## src/rtl/dpwm_freq_pkg.sv

```systemverilog
// Shared constants and the divisor clamp used by the DPWM carrier generator and duty comparator.
package dpwm_freq_pkg;

  localparam int unsigned DIV_W     = 7;
  localparam int unsigned MIN_DIV   = 2;
  localparam int unsigned RESET_DIV = 41;

  typedef logic [DIV_W-1:0] div_t;

  // Requests below the smallest legal divisor are raised to it.
  function automatic div_t clamp_div(input div_t req);
    return (req < DIV_W'(MIN_DIV)) ? DIV_W'(MIN_DIV) : req;
  endfunction

endpackage

```

## src/rtl/dpwm_freq_divider.sv

```systemverilog
// DPWM carrier generator: 0..N-1 ramp, period-start strobe and divided clock.
// A new divisor is adopted only on a wrap, so a carrier period is never cut short.
module dpwm_freq_divider
  import dpwm_freq_pkg::*;
(
  input  logic             clk,
  input  logic             reset_n,
  input  logic             en,
  input  logic [DIV_W-1:0] paradiv,
  output logic [DIV_W-1:0] carrier,
  output logic             period_start,
  output logic             div_clk,
  output logic [DIV_W-1:0] div_active,
  output logic             upd_ack
);

  logic [DIV_W-1:0] carrier_q, carrier_d;
  logic [DIV_W-1:0] div_q, div_d;
  logic             pstart_q, pstart_d;
  logic             dclk_q, dclk_d;
  logic             ack_q, ack_d;
  logic [DIV_W-1:0] req_c;
  logic             tc_c;

  // Next-state logic; >= on terminal count lets an out-of-range ramp still wrap.
  always_comb begin
    req_c     = clamp_div(paradiv);
    tc_c      = (carrier_q >= (div_q - DIV_W'(1)));
    carrier_d = carrier_q;
    div_d     = div_q;
    dclk_d    = dclk_q;
    pstart_d  = 1'b0;
    ack_d     = 1'b0;
    if (en) begin
      if (tc_c) begin
        carrier_d = '0;
        div_d     = req_c;
      end else begin
        carrier_d = carrier_q + DIV_W'(1);
      end
      pstart_d = tc_c;
      ack_d    = tc_c && (req_c != div_q);
      dclk_d   = (carrier_d < (div_d >> 1));
    end
  end

  always_ff @(posedge clk or negedge reset_n) begin
    if (!reset_n) begin
      carrier_q <= '0;
      div_q     <= DIV_W'(RESET_DIV);
      pstart_q  <= 1'b0;
      dclk_q    <= 1'b0;
      ack_q     <= 1'b0;
    end else begin
      carrier_q <= carrier_d;
      div_q     <= div_d;
      pstart_q  <= pstart_d;
      dclk_q    <= dclk_d;
      ack_q     <= ack_d;
    end
  end

  assign carrier      = carrier_q;
  assign div_active   = div_q;
  assign period_start = pstart_q;
  assign div_clk      = dclk_q;
  assign upd_ack      = ack_q;

endmodule
```

## config.mk

```make
export PLATFORM = sky130hd
export DESIGN_NAME = dpwm_freq_divider
export DESIGN_NICKNAME = d
export VERILOG_FILES = /design/src/rtl/dpwm_freq_pkg.sv /design/src/rtl/dpwm_freq_divider.sv
export SDC_FILE = /design/constraint.sdc
export NUM_CORES = 1
export LEC_CHECK = 0
export CORE_UTILIZATION = 30
export CTS_CLUSTER_DIAMETER = 40
export DETAILED_ROUTE_END_ITERATION = 16
export PLACE_DENSITY_LB_ADDON = 0.1
export SLEW_MARGIN = 20
export SYNTH_ARGS = -nofsm -noshare
export SYNTH_HDL_FRONTEND = slang
export SYNTH_SLANG_ARGS = --single-unit
export TNS_END_PERCENT = 5
```

## constraint.sdc

```tcl
create_clock -name clk -period 7.6 [get_ports clk]
set_input_delay 1.52 -clock clk [delete_from_list [all_inputs] [get_ports clk]]
set_output_delay 1.52 -clock clk [all_outputs]
set_load 0.05 [all_outputs]
```

**Word level (Yosys, flattened, before mapping)**

Index checks and enable logic that the tools add are counted.

- $add $sub $neg: 2
- Order comparisons: 3
- Equal/unequal tests: 2
- Mux-type cells: 7
- Reduce and logical (&&, ||, !) cells: 2

Operators by type and width:

| cell | number |
|---|---|
| $mux 7 | 5 |
| $add 7x1->7 const B | 1 |
| $ge 7x7->1 | 1 |
| $lt 7x2->1 const B | 1 |
| $lt 7x6->1 | 1 |
| $ne 7x7->1 | 1 |
| $sub 7x1->7 const B | 1 |
| $mux 1 | 2 |
| $ne 2x1->1 const B | 1 |
| $reduce_and 2->1 | 1 |
| $logic_and 1x1->1 | 1 |

- Bits in registers: 17
- Input port bits: 10
- Output and inout port bits: 17
- Logic and storage cells: 22

**Logic depth before layout (Yosys ltp)**

Gate-level depths: netlist of the first run.

- Depth after elaboration: 5
- Gate-level depth with buffers: 17
- Gate-level depth less buffers: 16

**Least setup slack after synthesis of the first run**

Ideal clock, no wire load.

- Path kind: reg-to-reg
- Start: reg div_q[0], in the netlist div_active[0]
- End: reg dclk_q, in the netlist div_clk
- Setup time: 0.090 ns
- Data arrival time: 3.472 ns
- Data required time: 7.510 ns
- Setup slack: 4.038 ns
- Cell stages (with the launch flop): 17
- Buffers on the path: 1
- Period minus slack after synthesis: 3.562 ns
- Cell sequence: dfstp_2 -> inv_1 -> ha_1 -> nand2_1 -> nor3_1 -> xnor2_1 -> ha_1 -> and3_4 -> a221oi_4 -> o21ai_4 -> buf_6 -> mux2i_1 -> ha_1 -> a21o_1 -> a211oi_1 -> o21ai_0 -> o221ai_1

- Cells in the longest elaborated chain, start to end: 5
- Elaborated cells on any way between the ends: 7
- Classes of those cells: add/sub (1); order compare (2); mux (4)

RTL lines:

| item | line | text |
|---|---|---|
| start: declaration | dpwm_freq_divider.sv:18 | `logic [DIV_W-1:0] div_q, div_d;` |
| start signal: assignment | dpwm_freq_divider.sv:50 | `div_q <= DIV_W'(RESET_DIV);` |
| start signal: assignment | dpwm_freq_divider.sv:56 | `div_q <= div_d;` |
| $sub 7x1->7 (*) | dpwm_freq_divider.sv:28 | `tc_c = (carrier_q >= (div_q - DIV_W'(1)));` |
| $ge 7x7->1 (*) | dpwm_freq_divider.sv:28 |  |
| $mux 7 | dpwm_freq_divider.sv:35 | `if (tc_c) begin` |
| $mux 7 | dpwm_freq_divider.sv:34 | `if (en) begin` |
| $lt 7x6->1 (*) | dpwm_freq_divider.sv:43 | `dclk_d = (carrier_d < (div_d >> 1));` |
| end signal: assignment | dpwm_freq_divider.sv:58 | `dclk_q <= dclk_d;` |
| end: declaration | dpwm_freq_divider.sv:20 | `logic dclk_q, dclk_d;` |

Every way passes the cells marked *; elsewhere a longest branch is shown, timed or not. The select of a mux whose other input is x is not followed.
A chain may end at the register's enable or synchronous reset.

**Final worst setup path of the first run**

Same ends and word-level chain as after synthesis.

==> flow_metrics.tcl, run 1 <==
set metrics [dict create \
    clk_pin_slew_ns 0.08 \
    drc 0 \
    yosysWarnings 0 \
    cts_hold_buf 0 \
    tns_ns 0 \
    crit_chain "inv_1 > ha_1 > nand2_1 > nor3_1 > xnor2_1 > ha_1 > and3_4 > o211ai_4 > o21ai_4 > mux2i_1 > ha_1 > a21o_1 > a211oi_1 > o21ai_0 > o221ai_1" \
    die_h_um 68.02 \
    nets 175 \
    rsz0062_at_grt "false" \
    antenna_found_initial 0 \
    r2r_slack_ns 3.92 \
    worstSetupEndpoint "div_clk" \
    drive_gt1_share_pct 14.00 \
    worst_pin_slew_ns 0.8200 \
    netlist_top_cells_area "dfrtp_1 27%, ha_1 13%, mux2_2 6.9%, mux2i_1 6.1%, dfstp_2 6.0%" \
    numCtsBuffers 3 \
    hold_path.class "flip-flop to flip-flop" \
    gp_congestion 0.7342 \
    antenna_cells 0 \
    grt_use_met1_pct 19.41 \
    use_met2_pct 23.53 \
    crit_top_cell "ha_1" \
    cts_setup_buffers 0 \
    regToRegStartpoint "div_active[0]" \
    fill_cells 408 \
    clock_skew_ns 0.009096 \
    area_growth_syn_to_layout_pct 27.08 \
    regArea_um2 429.2 \
    synth-seq-area-share_pct 32.82 \
    dp.final_hpwl_mm 2.278 \
    wl_mm 2.901 \
    grt_pass1_wl_mm 4.892 \
    std_cell_rows 23 \
    hold_violations 0 \
    htree_num_levels 1 \
    cp.arrival_ns 3.85 \
    critical_path.top_delay_family "compound AO/OA/AOI/OAI gates" \
    multi_input_area_um2 840.8 \
    cts_resized 0 \
    end_kind "flip-flop" \
    syn-mean-instance-area_um2 10.72 \
    first_pass_iters 4 \
    synthCells 122 \
    io_pins 27 \
    synth_top_area_share_pct 26.79 \
    grt_max_degree 18 \
    timing.final.crit_share_pct 48.40 \
    ff2ff_path_depth 15 \
    synth_area_leader_cell "dfrtp_1" \
    placed_cell_area_um2 1615 \
    synth_edf_count 0 \
    ctsRootBufferMaster "clkbuf_8" \
    slew_headroom_pct 45.16 \
    cts_tree "yes" \
    initial_utilization_pct 32.00 \
    viasPerCell 5.020 \
    cts_buffer_depth 2 \
    grt_pass1_vias 1013 \
    drtIter0Drc 18 \
    vias 1004 \
    path_max_fanout 16 \
    synthArstFlopShare_pct 100.0 \
    maxCapViolCount 0 \
    cp_slowest_cell "dfstp_2" \
    clk-insertion-delay-late_ns 0.26 \
    antenna_left 0 \
    grt_usage_pct 14.63 \
    startpoint "div_active[0]" \
    grt_busiest_layer "met2" \
    core_area_um2 4086 \
    drt-wirelength-per-cell_um 14.51 \
    synthTopCellsByCount "14 x dfrtp_1, 14 x ha_1, 10 x nor2_1" \
    cpPeakStageDelay_ns 0.59 \
    synth_nets 146 \
    postLayoutCellArea_um2 1662 \
    crit_type "flip-flop to flip-flop" \
    status "complete, no violations" \
    clock-sinks 17 \
    slew_viol_final 0 \
    crit_buf_inv 1 \
    r2r_end "div_clk" \
    worstPathRequired_ns 7.77 \
    fmax_ghz 0.2719 \
    ys_seq_elements 17 \
    synth_cell_types 33 \
    numPortBuffers 26 \
    syn_area_um2 1308 \
    setup_viol 0 \
    worst_setup_path_start_kind "flip-flop" \
    period_minus_slack_ns 3.678 \
    grt_use_met3_pct 2.500 \
    crit_cells 15 \
    synth-main-ff-cell "dfrtp_1" \
    dieArea_um2 4626 \
    grt_overflow 0 \
    die_x_um 68.02 \
]
## cell usage in the layout, fill, tap and decap left out
cell              n
a211oi_1          1
a211oi_2          1
a21o_1            2
a21oi_1           2
a221oi_4          1
a41oi_1           1
and3_4            1
clkbuf_8          3
clkdlybuf4s50_1  26
clkinv_2          1
dfrtp_1          14
dfstp_2           3
ha_1             14
inv_1             6
mux2_1            3
mux2_2            8
mux2i_1           8
nand2_1           6
nand2_4           1
nand2b_1          1
nand3_1           2
nand3b_1          2
nand4_1           1
nor2_1           10
nor3_1            5
o2111ai_1         1
o211ai_4          1
o21ai_0           5
o21ai_4           1
o21bai_1          1
o221ai_1          1
o41ai_1           1
xnor2_1           9
xor2_1            7
## final cells by class
type | count | share of cell area [%]
multi-input cells | 97 | 50.60
flip-flops and latches | 17 | 25.83
repair buffers | 26 | 15.66
well taps | 50 | 3.765
clock buffers | 3 | 2.485
inverters | 6 | 1.355
clock inverters | 1 | 0.3012
## metrics by stage
step           hold WS [ns]  instances  utilization [%]  setup WS, ns
6_report             0.5781        200            40.66         3.922
5_1_grt              0.6210        200            40.66         3.609
4_1_cts              0.5926        200            40.66         3.845
3_5_place_dp         0.5778        196            39.53         3.882
3_3_place_gp         0.5575        196            39.53         3.982
2_1_floorplan        0.6584        122                -         4.038
## tightest hold or removal path, cell delays in order, from the launching register on
cell and delay [ns]:
dfstp_2 0.40, inv_1 0.10, mux2i_1 0.08
## state kept, by name, summed over array words and instances (netlist names)
signal        cells
div_active        7
div_clk           1
upd_ack           1
period_start      1
carrier           7
## routing by layer
metal | up-vias | wire (um)
li1 | 495 | -
met1 | 486 | 1375
met2 | 18 | 1402
met3 | 5 | 81
met4 | 0 | 41
met5 | - | 0
## worst min path at each step
stage	from	to	slack, ns	cells after the start
2_1_floorplan	div_active[0]	div_active[0]	0.66	2
6_report	div_active[0]	div_active[0]	0.58	2
3_3_place_gp	div_clk	div_clk	0.56	2
5_1_grt	div_clk	div_clk	0.62	2
3_5_place_dp	div_clk	div_clk	0.58	2
4_1_cts	div_active[0]	div_active[0]	0.59	2
## kinds of logic after synthesis
logic type / count (synthesis) / synth area share (%)
buf+inv: 8 / 2.870
simple gates: 29 / 11.10
flops: 17 / 32.82
xor+xnor: 16 / 10.72
mux: 19 / 15.60
compound gates: 19 / 13.49
fa+ha+maj: 14 / 13.40
Power of run 1 is left out: the tool's default activity adds up to more than one toggle a clock period on the data nets, which glitch-free logic cannot reach.
==> run 2, diff against run 1 <==
==> constraint.sdc (replaced) <==
create_clock -name clk -period 3 [get_ports clk]
set_input_delay 0.6 -clock clk [delete_from_list [all_inputs] [get_ports clk]]
set_output_delay 0.6 -clock clk [all_outputs]
set_load 0.05 [all_outputs]
==> run 2 against run 1 <==
The flow now finishes with violations (negative setup slack); worst setup slack got worse by 4.2 ns; die area stayed put; clock skew is 0.0051 ns lower; global-route usage grew 2.7 points; critical path depth did not move; cell count up 11%; sequential cell count unchanged; wire length rose by 16%; utilization is 5.5 points higher; critical path type unchanged; largest cell class unchanged; highest routed layer unchanged.
==> flow_metrics.tcl, run 2 (synthesis results as in run 1) <==
set metrics [dict create \
    status "finished, violations left" \
    violations "negative setup slack" \
    cts_buffer_depth 2 \
    worst_setup_path_start_kind "flip-flop" \
    final_common_cell "clkdlybuf4s50_1" \
    end_kind "flip-flop" \
    r2r_slack_ns -0.24 \
    antenna_left 0 \
    rsz0062_at_grt "true" \
    grt_max_degree 18 \
    startpoint "div_active[0]" \
    fin_util_pct 46.20 \
    drive_gt1_share_pct 30.23 \
    slew_headroom_pct 42.22 \
    crit_type "flip-flop to flip-flop" \
    drtIter0Drc 42 \
    ff2ff_path_depth 15 \
    worstSetupEndpoint "div_clk" \
    fmax_ghz 0.3088 \
    path_max_fanout 6 \
    cts_tree "yes" \
    worst_pin_slew_ns 0.8640 \
    setup_viol 1 \
    timing.final.crit_share_pct 107.9 \
    vias 1109 \
    antenna_found_initial 0 \
    cts_hold_buf 0 \
    period_minus_slack_ns 3.238 \
    core_area_um2 4086 \
    r2r_end "div_clk" \
    tns_ns -0.2382 \
    grt_pass1_vias 1163 \
    die_x_um 68.02 \
    regToRegStartpoint "div_active[0]" \
    grt_usage_pct 17.33 \
    hold_violations 0 \
    initial_utilization_pct 32.00 \
    die_h_um 68.02 \
    wl_mm 3.371 \
    worstPathRequired_ns 3.18 \
    antenna_cells 0 \
    slew_viol_final 0 \
    numCtsBuffers 3 \
    grt_pass1_wl_mm 5.809 \
    dieArea_um2 4626 \
    clk-insertion-delay-late_ns 0.26 \
    maxCapViolCount 0 \
    io_pins 27 \
    clk_pin_slew_ns 0.08 \
    layout_common_cells "26 x clkdlybuf4s50_1, 19 x buf_4, 13 x ha_1, 13 x dfrtp_1, 9 x xnor2_1" \
    nets 197 \
    viasPerCell 4.995 \
    hold_path.class "flip-flop to flip-flop" \
    drt-wirelength-per-cell_um 15.18 \
    drc 0 \
    grt_overflow 0 \
    finalWorstSetupSlack_ns -0.2382 \
    dp.final_hpwl_mm 2.566 \
    gp_congestion 0.7786 \
    cp.arrival_ns 3.42 \
    htree_num_levels 1 \
    std_cell_rows 23 \
    numPortBuffers 26 \
    clock-sinks 17 \
    area_growth_syn_to_layout_pct 44.40 \
    first_pass_iters 4 \
    ctsRootBufferMaster "clkbuf_8" \
    clock_skew_ns 0.003982 \
]
## run 2: changes by cell type in the layout (fill, tap and decap cells not counted), moves of 2 or more
| cell | delta |
|---|---|
| buf_4 | +19 |
| nor3_1 | -2 |
| nor2_1 | -2 |
| buf_6 | +2 |
| nor3_2 | +2 |
## run 2: how the worst min path moves through the flow
stage	startpoint	end	slack (ns)	depth (start not counted)
after CTS	div_clk	div_clk	0.58	2
final	div_clk	div_clk	0.58	2
after global routing	div_clk	div_clk	0.62	2
after detailed placement	div_clk	div_clk	0.56	2
after floorplan	reset_n	carrier[0]	0.30	0
after global placement	div_clk	div_clk	0.56	2
## run 2: metal layers
metal	wire [um]	global-route usage [%]
met1	1579	23.18
met4	62	8.073
met3	117	2.667
met2	1612	27.08
met5	0	0
## run 2: layout make-up
| class | instances | area (um2) |
|---|---|---|
| Fill cell | 402 | 2198 |
| Inverter | 6 | 25.02 |
| Clock inverter | 1 | 5.005 |
| Tap cell | 50 | 62.56 |
| Timing Repair Buffer | 47 | 425.4 |
| Clock buffer | 3 | 41.29 |
| Multi-Input combinational cell | 98 | 894.6 |
| Sequential cell | 17 | 434.2 |
## run 2: timing repair
item	in CTS	in global routing
setup endpoints to repair	1	6
gates cloned	1	0
buffers inserted	2	0
pin swaps	9	1
resized for setup	7	1
## run 2: worst max-delay path, stage by stage, from the launching register on
cell      delay (ns)
dfstp_4         0.63
inv_4           0.04
ha_4            0.16
nand2_4         0.06
nor3_2          0.04
xnor2_1         0.17
ha_1            0.28
and3_4          0.20
a221oi_4        0.32
o21ai_4         0.18
mux2i_1         0.15
ha_1            0.30
a21o_1          0.20
a211oi_2        0.19
o21ai_1         0.09
o221ai_1        0.14
## run 2: through the flow
stage / cells / setup WS (ns) / cell area, um2 / hold slack, ns
3_3_place_gp: 215 / -0.1704 / 1785 / 0.5553
4_1_cts: 222 / -0.2460 / 1883 / 0.5798
5_1_grt: 222 / -0.4266 / 1888 / 0.6162
2_1_floorplan: 122 / -0.3600 / 1335 / 0.3044
3_5_place_dp: 215 / -0.3362 / 1785 / 0.5629
6_report: 222 / -0.2382 / 1888 / 0.5760
Power of run 2 is left out for the same reason.
